### src/rtl/arb_pkg.sv
// Shared definitions for the shared-register arbiter.
//   arb_state_e : FSM state encoding (IDLE, GRANT, RELEASE)
//   clog2       : index width helper, never returns less than 1 bit
package arb_pkg;

    typedef enum logic [1:0] {
        IDLE    = 2'b00,
        GRANT   = 2'b01,
        RELEASE = 2'b10
    } arb_state_e;

    // Width needed to index 'value' entries; at least 1 so single-entry counters stay legal.
    function automatic int unsigned clog2(input int unsigned value);
        int unsigned width;
        width = 1;
        while ((32'd1 << width) < value) begin
            width++;
        end
        return width;
    endfunction

endpackage

### src/rtl/rr_pick.sv
// Combinational rotate-priority picker.
//   req      : request vector, bit i = requester i
//   last_ptr : index of the previous winner; search starts one above it
//   winner   : first requesting index found, wrapping N_REQ-1 -> 0
//   valid    : high when any request bit is set
module rr_pick
    import arb_pkg::*;
#(
    parameter int unsigned N_REQ = 4,
    parameter int unsigned PTR_W = clog2(N_REQ)
) (
    input  logic [N_REQ-1:0] req,
    input  logic [PTR_W-1:0] last_ptr,
    output logic [PTR_W-1:0] winner,
    output logic             valid
);

    logic [31:0] idx;

    // Wrap is done by compare-and-subtract so non-power-of-2 N_REQ indexes correctly.
    always_comb begin
        winner = '0;
        valid  = 1'b0;
        idx    = '0;
        for (int unsigned off = 1; off <= N_REQ; off++) begin
            idx = 32'(last_ptr) + off;
            if (idx >= N_REQ) begin
                idx = idx - N_REQ;
            end
            if (!valid && req[idx[PTR_W-1:0]]) begin
                valid  = 1'b1;
                winner = idx[PTR_W-1:0];
            end
        end
    end

endmodule

### src/rtl/shared_reg_arbiter.sv
// Round-robin arbiter and write sequencer for a single shared register.
// Exactly one requester (the holder) may write the register at a time.
//   clk     : rising-edge clock
//   rst_n   : asynchronous active-low reset
//   req     : request vector, bit i = requester i
//   wr_en   : write strobes, only the holder's strobe is honoured
//   wdata   : packed write data, slice i = requester i
//   gnt     : registered one-hot grant, zero when nobody holds the register
//   reg_q   : shared register contents
//   busy    : high while a grant is active
//   expired : high during the last grant cycle when the grant ends on the hold limit
module shared_reg_arbiter
    import arb_pkg::*;
#(
    parameter int unsigned N_REQ    = 4,
    parameter int unsigned DATA_W   = 8,
    parameter int unsigned MAX_HOLD = 4
) (
    input  logic                    clk,
    input  logic                    rst_n,
    input  logic [N_REQ-1:0]        req,
    input  logic [N_REQ-1:0]        wr_en,
    input  logic [N_REQ*DATA_W-1:0] wdata,
    output logic [N_REQ-1:0]        gnt,
    output logic [DATA_W-1:0]       reg_q,
    output logic                    busy,
    output logic                    expired
);

    localparam int unsigned PTR_W  = clog2(N_REQ);
    localparam int unsigned HOLD_W = clog2(MAX_HOLD);
    localparam logic [HOLD_W-1:0] HOLD_LAST = HOLD_W'(MAX_HOLD - 1);

    arb_state_e          state_q, state_d;
    logic [N_REQ-1:0]    gnt_q, gnt_d;
    logic [PTR_W-1:0]    last_ptr_q, last_ptr_d;
    logic [HOLD_W-1:0]   hold_cnt_q, hold_cnt_d;
    logic [DATA_W-1:0]   reg_data_q;

    logic [DATA_W-1:0]   wdata_arr [N_REQ];
    logic [PTR_W-1:0]    pick_winner;
    logic                pick_valid;
    logic                holder_req;
    logic                holder_wr;
    logic                hold_last;

    for (genvar i = 0; i < N_REQ; i++) begin : g_wdata
        assign wdata_arr[i] = wdata[i*DATA_W +: DATA_W];
    end

    rr_pick #(
        .N_REQ (N_REQ),
        .PTR_W (PTR_W)
    ) u_rr_pick (
        .req      (req),
        .last_ptr (last_ptr_q),
        .winner   (pick_winner),
        .valid    (pick_valid)
    );

    // last_ptr doubles as the holder index while in GRANT.
    assign holder_req = req[last_ptr_q];
    assign holder_wr  = (state_q == GRANT) && gnt_q[last_ptr_q] && wr_en[last_ptr_q];
    assign hold_last  = (hold_cnt_q == HOLD_LAST);

    always_comb begin
        state_d    = state_q;
        gnt_d      = gnt_q;
        last_ptr_d = last_ptr_q;
        hold_cnt_d = hold_cnt_q;
        expired    = 1'b0;
        case (state_q)
            IDLE: begin
                gnt_d = '0;
                if (pick_valid) begin
                    state_d    = GRANT;
                    gnt_d      = N_REQ'(1) << pick_winner;
                    last_ptr_d = pick_winner;
                    hold_cnt_d = '0;
                end
            end
            GRANT: begin
                // A dropped request wins over the hold limit, so expired stays low then.
                if (!holder_req) begin
                    state_d = RELEASE;
                    gnt_d   = '0;
                end else if (hold_last) begin
                    state_d = RELEASE;
                    gnt_d   = '0;
                    expired = 1'b1;
                end else begin
                    hold_cnt_d = hold_cnt_q + HOLD_W'(1);
                end
            end
            RELEASE: begin
                // One dead cycle on the register bus before re-arbitration.
                state_d = IDLE;
                gnt_d   = '0;
            end
            default: begin
                state_d = IDLE;
                gnt_d   = '0;
            end
        endcase
    end

    always_ff @(posedge clk or negedge rst_n) begin
        if (!rst_n) begin
            state_q <= IDLE;
        end else begin
            state_q <= state_d;
        end
    end

    always_ff @(posedge clk or negedge rst_n) begin
        if (!rst_n) begin
            gnt_q <= '0;
        end else begin
            gnt_q <= gnt_d;
        end
    end

    // Resets to the top index so requester 0 is searched first.
    always_ff @(posedge clk or negedge rst_n) begin
        if (!rst_n) begin
            last_ptr_q <= PTR_W'(N_REQ - 1);
        end else begin
            last_ptr_q <= last_ptr_d;
        end
    end

    always_ff @(posedge clk or negedge rst_n) begin
        if (!rst_n) begin
            hold_cnt_q <= '0;
        end else begin
            hold_cnt_q <= hold_cnt_d;
        end
    end

    always_ff @(posedge clk or negedge rst_n) begin
        if (!rst_n) begin
            reg_data_q <= '0;
        end else if (holder_wr) begin
            reg_data_q <= wdata_arr[last_ptr_q];
        end
    end

    assign gnt   = gnt_q;
    assign reg_q = reg_data_q;
    assign busy  = (state_q == GRANT);

endmodule

### config.mk
export PLATFORM = sky130hd
export DESIGN_NAME = shared_reg_arbiter
export DESIGN_NICKNAME = d
export VERILOG_FILES = /design/src/rtl/arb_pkg.sv /design/src/rtl/rr_pick.sv /design/src/rtl/shared_reg_arbiter.sv
export SDC_FILE = /design/constraint.sdc
export NUM_CORES = 1
export LEC_CHECK = 0
export ABC_AREA = 1
export CAP_MARGIN = 15
export CORE_UTILIZATION = 40
export CTS_CLUSTER_SIZE = 16
export DETAILED_ROUTE_END_ITERATION = 6
export DONT_BUFFER_PORTS = 1
export GPL_TIMING_DRIVEN = 0
export SLEW_MARGIN = 20
export SYNTH_ARGS = -nofsm -noshare
export SYNTH_HDL_FRONTEND = slang
export SYNTH_SLANG_ARGS = --single-unit
### constraint.sdc
create_clock -name clk -period 1.46 [get_ports clk]
set_clock_uncertainty 0.05 [all_clocks]
set_input_delay 0 -clock clk [delete_from_list [all_inputs] [get_ports clk]]
set_output_delay 0 -clock clk [all_outputs]
set_load 0.02 [all_outputs]
==> After elaboration in Yosys (flattened, before gate mapping) <==
Index checks and enable logic that the tools add are counted.
{ "totals": {"reg_bits": 18, "in_bits": 42, "output_inout_bits": 14, "word_cells": 89} }
{ "classes": {"add_sub_neg": 9, "n_lt_le_gt_ge": 10, "eq_ne": 6, "n_shift": 1, "mux": 44, "bitwise": 1, "reduce_logical": 13} }
{ "op_table": {"columns": ["op", "n"], "rows": [
  ["$mux 2", 14],
  ["$bmux 8 s2", 1],
  ["$mux 8", 2],
  ["$lt 2x3->1 const B", 5],
  ["$bmux 1 s2", 7],
  ["$mux 1", 14],
  ["$ge 3x3->1 const B", 4],
  ["$mux 4", 3],
  ["$pmux 2 s2", 2],
  ["$pmux 4 s2", 1],
  ["$sub 2x1->2 const B", 4],
  ["$add 2x2->3 const B", 2],
  ["$logic_and 1x1->1", 5],
  ["$add 2x3->4 const B", 1],
  ["$ge 4x3->1 const B", 1],
  ["$ne 2x2->1 const B", 2],
  ["$reduce_and 2->1", 2],
  ["$reduce_and 4->1", 1],
  ["$shl 1x2->4 const A", 1],
  ["$add 2x1->3 const B", 1],
  ["$logic_not 1->1", 3],
  ["$ne 3x2->1 const B", 1],
  ["$not 2->3", 1],
  ["$add 2x1->2 const B", 1],
  ["other kinds (5)", 5]
]} }

==> Logic depth before layout (Yosys ltp) <==
{ "depth": {"depth_word": 18, "ltp_mapped": 12, "ltp_nobuf": 12} }

==> By module <==
A second synthesis with hierarchy kept.
{ "unflattened": {"hier_cells": 249, "area_unflattened_um2": 1525.2} }
{ "by_module_without_submodules": {"columns": ["mod", "n_inst", "cells_per_inst", "area_each_um2"], "rows": [
  ["shared_reg_arbiter", 1, 197, 1253.7],
  ["rr_pick", 1, 52, 271.5]
]} }

==> Worst setup path after synthesis <==
Ideal clock, no wire load.
{ "synth_timing": {"path_type": "register to register", "from": "register last_ptr_q[0]", "to": "register reg_data_q[1] (netlist: reg_q[1])", "setup_time_ns": 0.121, "arrival_ns": 1.433, "required_time_ns": 1.289, "path_slack_ns": -0.144, "stages_incl_launch_ff": 10, "path_buffers": 2, "synth_period_minus_slack_ns": 1.604, "cell_sequence": "dfstp_2 -> buf_4 -> nand2_2 -> inv_2 -> a22oi_1 -> nand2_1 -> nand3_2 -> buf_6 -> nand2_1 -> o21ai_2"} }
{ "synth_via": {"elab_chain_cells": 4, "elab_cells_between_ends": 10} }
{ "synth_lines": {"columns": ["element", "line", "source"], "rows": [
  ["start, declared", "shared_reg_arbiter.sv:36", "logic [PTR_W-1:0] last_ptr_q, last_ptr_d;"],
  ["start signal, assigned", "shared_reg_arbiter.sv:126", "last_ptr_q <= PTR_W'(N_REQ - 1);"],
  ["start signal, assigned", "shared_reg_arbiter.sv:128", "last_ptr_q <= last_ptr_d;"],
  ["$not 2->3 (not written as such) or $bmux 1 s2 (tied branches)", "shared_reg_arbiter.sv:144, shared_reg_arbiter.sv:63", null],
  ["$bmux 8 s2 or $mux 1 (tied branches)", "shared_reg_arbiter.sv:144, shared_reg_arbiter.sv:63", null],
  ["$mux 8 (not written as such) or $logic_and 1x1->1 (tied branches) (2 in series)", "shared_reg_arbiter.sv:144, shared_reg_arbiter.sv:63", null],
  ["end signal, assigned", "shared_reg_arbiter.sv:144", "reg_data_q <= wdata_arr[last_ptr_q];"],
  ["end, declared", "shared_reg_arbiter.sv:38", "logic [DATA_W-1:0] reg_data_q;"]
]} }
Parallel ways exist; a longest one is shown, timed or not. The select of a mux whose other input is x is not followed.
A chain may end at the register's enable or synchronous reset.

==> Final worst setup path <==
{ "layout_timing": {"from": "register last_ptr_q[1]", "to": "register gnt_q[2] (netlist: gnt[2])"} }
{ "layout_via": {"elab_chain_cells": 18, "elab_cells_between_ends": 45} }
{ "layout_lines": {"columns": ["element", "line", "source"], "rows": [
  ["$add 2x1->3", "rr_pick.sv:26", "idx = 32'(last_ptr) + off;"],
  ["$ge 3x3->1 or $sub 2x1->2 (tied branches)", "rr_pick.sv:27, rr_pick.sv:28", null],
  ["$mux 2", "rr_pick.sv:27", "if (idx >= N_REQ) begin"],
  ["$bmux 1 s2", "rr_pick.sv:30", "if (!valid && req[idx[PTR_W-1:0]]) begin"],
  ["$mux 1 (not written as such)", "rr_pick.sv:30", null],
  ["$mux 1", "rr_pick.sv:30", null],
  ["$logic_not 1->1", "rr_pick.sv:30", null],
  ["$logic_and 1x1->1", "rr_pick.sv:30", null],
  ["[2 not listed]", null, null],
  ["$logic_and 1x1->1", "rr_pick.sv:30", null],
  ["$mux 1", "rr_pick.sv:30", null],
  ["$logic_not 1->1", "rr_pick.sv:30", null],
  ["$logic_and 1x1->1", "rr_pick.sv:30", null],
  ["$mux 2", "rr_pick.sv:30", null],
  ["$shl 1x2->4", "shared_reg_arbiter.sv:77", "gnt_d = N_REQ'(1) << pick_winner;"],
  ["$mux 4", "shared_reg_arbiter.sv:75", "if (pick_valid) begin"],
  ["$pmux 4 s2", "shared_reg_arbiter.sv:72", "case (state_q)"],
  ["end signal, assigned", "shared_reg_arbiter.sv:119", "gnt_q <= gnt_d;"],
  ["end, declared", "shared_reg_arbiter.sv:35", "logic [N_REQ-1:0] gnt_q, gnt_d;"]
]} }
Parallel ways exist; a longest one is shown, timed or not. The select of a mux whose other input is x is not followed.

==> qor.log <==
qor: outcome.outcome finished with violations
qor: outcome.failing_checks DRC, setup timing
qor: run.number_of_maximum_capacitance_constraint_violations 0
qor: setup_path.timing.reg2reg.worst_path_depth 11
qor: sta.postLayoutSetupSlackWorst -0.2506 ns
qor: clocking.worstSkewPairLatency 0.30 ns
qor: finish.finish.net_count 288
qor: global_routing.first_global_vias 1,450
qor: sta.fin_crit_sh 1.172
qor: yosys.post_synth_num_cell_types 22
qor: yosys.synth_simple_gate_area_frac 0.4042
qor: finish.fraction_of_final_layout_cells_sized_beyond_drive_strength_1 0.3361
qor: setup_path.critical_path_cell_list inv_4 > nand2_4 > nand2_2 > nand2_2 > nand2_2 > nor2_4 > nand3_2 > nand2_4 > inv_4 > nand3_1 > nand2_1
qor: yosys.dominant_combinational_cell_family_by_area_after_synthesis simple AND/OR/NAND/NOR gates
qor: placement.hpwl 2.324 mm
qor: detailed_routing.drtAntennaViolNets 0
qor: setup_path.timing.critical_path.slowest_stage_cell sky130_fd_sc_hd__dfstp_2
qor: clocking.cts_tree yes
qor: clocking.cts_sinks 18
qor: clocking.h_tree_levels 1
qor: yosys.syn_area_per_cell 6.743 sq um
qor: sta.worst_pin_slew 0.8383 ns
qor: yosys.synthMuxAreaShare 0
qor: setup_path.timing_worst_setup_path_type reg2reg
qor: power.static-leakage-power 1.013 nW
qor: finish.final.fill_count 217
qor: power.vdd_drop_max 0.9398 mV
qor: floorplan.num_io_pins 56
qor: sta.timing_hold_violations_final 0
qor: global_routing.grt_antenna_before_repair 0
qor: floorplan.core-area 0.002853 sq mm
qor: setup_path.critical_path.top_delay_family simple AND/OR/NAND/NOR gates
qor: placement.io_buffer_count 0
qor: setup_path.slowest_delay 0.61 ns
qor: finish.area.sequential 452.9 sq um
qor: detailed_routing.wire_per_inst 15.62 um
qor: sta.timing.final.setup_violations 19
qor: clocking.cts.root.buffer_cell sky130_fd_sc_hd__clkbuf_4
qor: min_path.hold_path_class in2reg
qor: setup_path.timing.critical_path.from_type flip-flop
qor: yosys.ys_seq_area_frac 0.3631
qor: sta.rsz0062_at_grt yes
qor: detailed_routing.dr.pass1.iters 6
qor: global_routing.first_pass_grt_wire_length 6.341 mm
qor: yosys.synth_seq_cells 18
qor: floorplan.floorplan.initialDensity 0.4373
qor: detailed_routing.post_drt_via_cell_ratio 5.487
qor: clocking.cts_inserted_buffers 3
qor: global_routing.grt.total_usage 0.2463
qor: sta.final-max-slew-violation-count 0
qor: finish.final_cell_area 0.001998 sq mm
qor: finish.finish.utilization 0.7004
qor: placement.gpl.final_weighted_congestion 0.8079
qor: yosys.synth_fp_nets 228
qor: setup_path.worst_ep_required_time 1.61 ns
qor: yosys.syn-cell-area 0.001247 sq mm
qor: sta.totalNegativeSetupSlack -3.854 ns
qor: detailed_routing.initialDrtViolationCount 86
qor: min_path.min_delay_path_depth 5
qor: power.power_density 2180 mW/mm^2
qor: floorplan.die_width 57.85 um
qor: finish.areaGrowthSynthToFinish 60.18%
qor: placement.standard_cell_area_after_detailed_placement 0.001300 sq mm
qor: clocking.clk_transition_reported_paths 0.10 ns
qor: finish.antenna_diodes 0
qor: sta.final.hold.worst_slack 0.1039 ns
qor: placement.post-place-ws -0.3537 ns
qor: floorplan.die_h 57.85 um
qor: finish.multi_input_comb_area 845.8 sq um
qor: setup_path.logic_depth_of_the_worst_path_buffers_included 11
qor: setup_path.critPathBufInv 2
qor: sta.final.min_clock_period 1.711 ns
qor: setup_path.critical_path.most_common_cell sky130_fd_sc_hd__nand2_2
qor: floorplan.die_area 0.003346 sq mm
qor: yosys.xor_and_xnor_fraction_of_the_mapped_netlist_area 0
qor: yosys.synth_compound_gate_area_share 0.1535
qor: sta.timing.slew.headroom 0.4393
qor: detailed_routing.detail_route.drc_violations 3
qor: setup_path.worstPathArrival 1.86 ns
qor: detailed_routing.sum_of_routed_wire_length_over_all_layers 4.295 mm
qor: sta.fmax 0.5846 GHz
qor: detailed_routing.detailroute.via_count 1,509
qor: global_routing.pin_count_of_the_biggest_net_entering_global_routing 19
qor: yosys.synth_cells 185
qor: global_routing.grt.overflow.total 0
qor: floorplan.rows 19
qor: setup_path.critical_path.endpoint_type flip-flop
qor: yosys.yosys.area_share.adder 0.01003
qor: setup_path.timing.critical_path.fanout_max 7
qor: yosys.yosysWarningCount 0
qor: clocking.cts-root-to-sink-buffers 2
==> registers in the layout, indices dropped and copies added, names as in the netlist <==
signal and cells:
reg_q 8, hold_cnt_q 2, last_ptr_q 2, gnt 4
state_q 2
==> layout by cell type (no fill, tap or decap), drive strengths merged <==
master       instances
dfstp                2
a22oi               12
nand3               13
ha                   1
nand3b               1
nor2                 7
nand4                3
buf                 24
dlygate4sd3         33
nand2               91
clkbuf               4
inv                 18
a21boi               1
dfrtp               16
a21oi                8
o21ai               10
==> Yosys cell counts (all sizes together) <==
cell type	instances	area [sq um]
ha	1	12.51
a21boi	1	7.510
a21oi	8	40.04
nand2	91	369.1
a22oi	12	90.09
nor2	7	33.78
nand3	13	75.07
nand3b	1	7.510
dfrtp	16	400.4
nand4	3	18.77
inv	18	67.57
o21ai	10	53.80
buf	2	18.77
dfstp	2	52.55
==> logic make-up (layout without fill, tap and decap cells) <==
| family | count (synthesis) | in the layout |
|---|---|---|
| simple gates | 115 | 115 |
| compound gates | 31 | 31 |
| flops | 18 | 18 |
| fa+ha+maj | 1 | 1 |
| buf+inv | 20 | 79 |
==> area by class of cell <==
cell class                      instances  share of cell area
Sequential cell                        18              0.2267
Clock buffer                            4             0.01816
Buffer                                  2             0.01127
Timing Repair Buffer                   55              0.2574
Inverter                               18             0.04383
Multi-Input combinational cell        147              0.4233
Tap cell                               31             0.01941
==> path summary, 6_finish.rpt <==
path / slack [ns] / to / start
worst min register to register: 0.49 / hold_cnt_q[1] / hold_cnt_q[1]
min in group asynchronous: 0.19 / reg_q[0] / rst_n
worst max-delay path: -0.25 / gnt[2] / last_ptr_q[1]
worst min-delay path: 0.10 / reg_q[3] / wr_en[1]
max in group asynchronous: 0.66 / gnt[3] / rst_n
worst max register to register: -0.25 / gnt[2] / last_ptr_q[1]
==> per-layer routing <==
metal  up-vias  global-route usage  part of all wire
met4         0             0.09524             0.024
met3        11             0.06250             0.079
met5         -                   0                 0
li1        722                   -                 -
met2        65              0.4138              0.51
met1       711              0.3032              0.39
==> stage by stage <==
| step | cells | power [mW] |
|---|---|---|
| after floorplan | 185 | 2.631 |
| final | 275 | 4.356 |
| after detailed placement | 216 | 3.007 |
| after global routing | 275 | 4.698 |
| after CTS | 265 | 3.935 |
| after global placement | 216 | 2.946 |
==> power breakdown <==
group / internal (mW) / switching (mW)
logic: 1.21 / 1.77
registers: 0.730 / 0.329
clock network: 0.152 / 0.160
==> repair_timing <==
action	4_1_cts	5_1_grt
endpoints found under the setup margin	19	19
hold buffers	33	0
endpoints found under the hold margin	26	0
cloned	2	0
pin swaps	8	3
gates resized for setup	41	14
setup buffers	10	10
==> worst min-delay path: stages <==
cell                      delay [ns]
sky130_fd_sc_hd__a22oi_2        0.05
sky130_fd_sc_hd__nand2_2        0.08
sky130_fd_sc_hd__nand3_4        0.13
sky130_fd_sc_hd__nand2_1        0.11
sky130_fd_sc_hd__o21ai_2        0.05
Power figures use the tool's default switching activity.
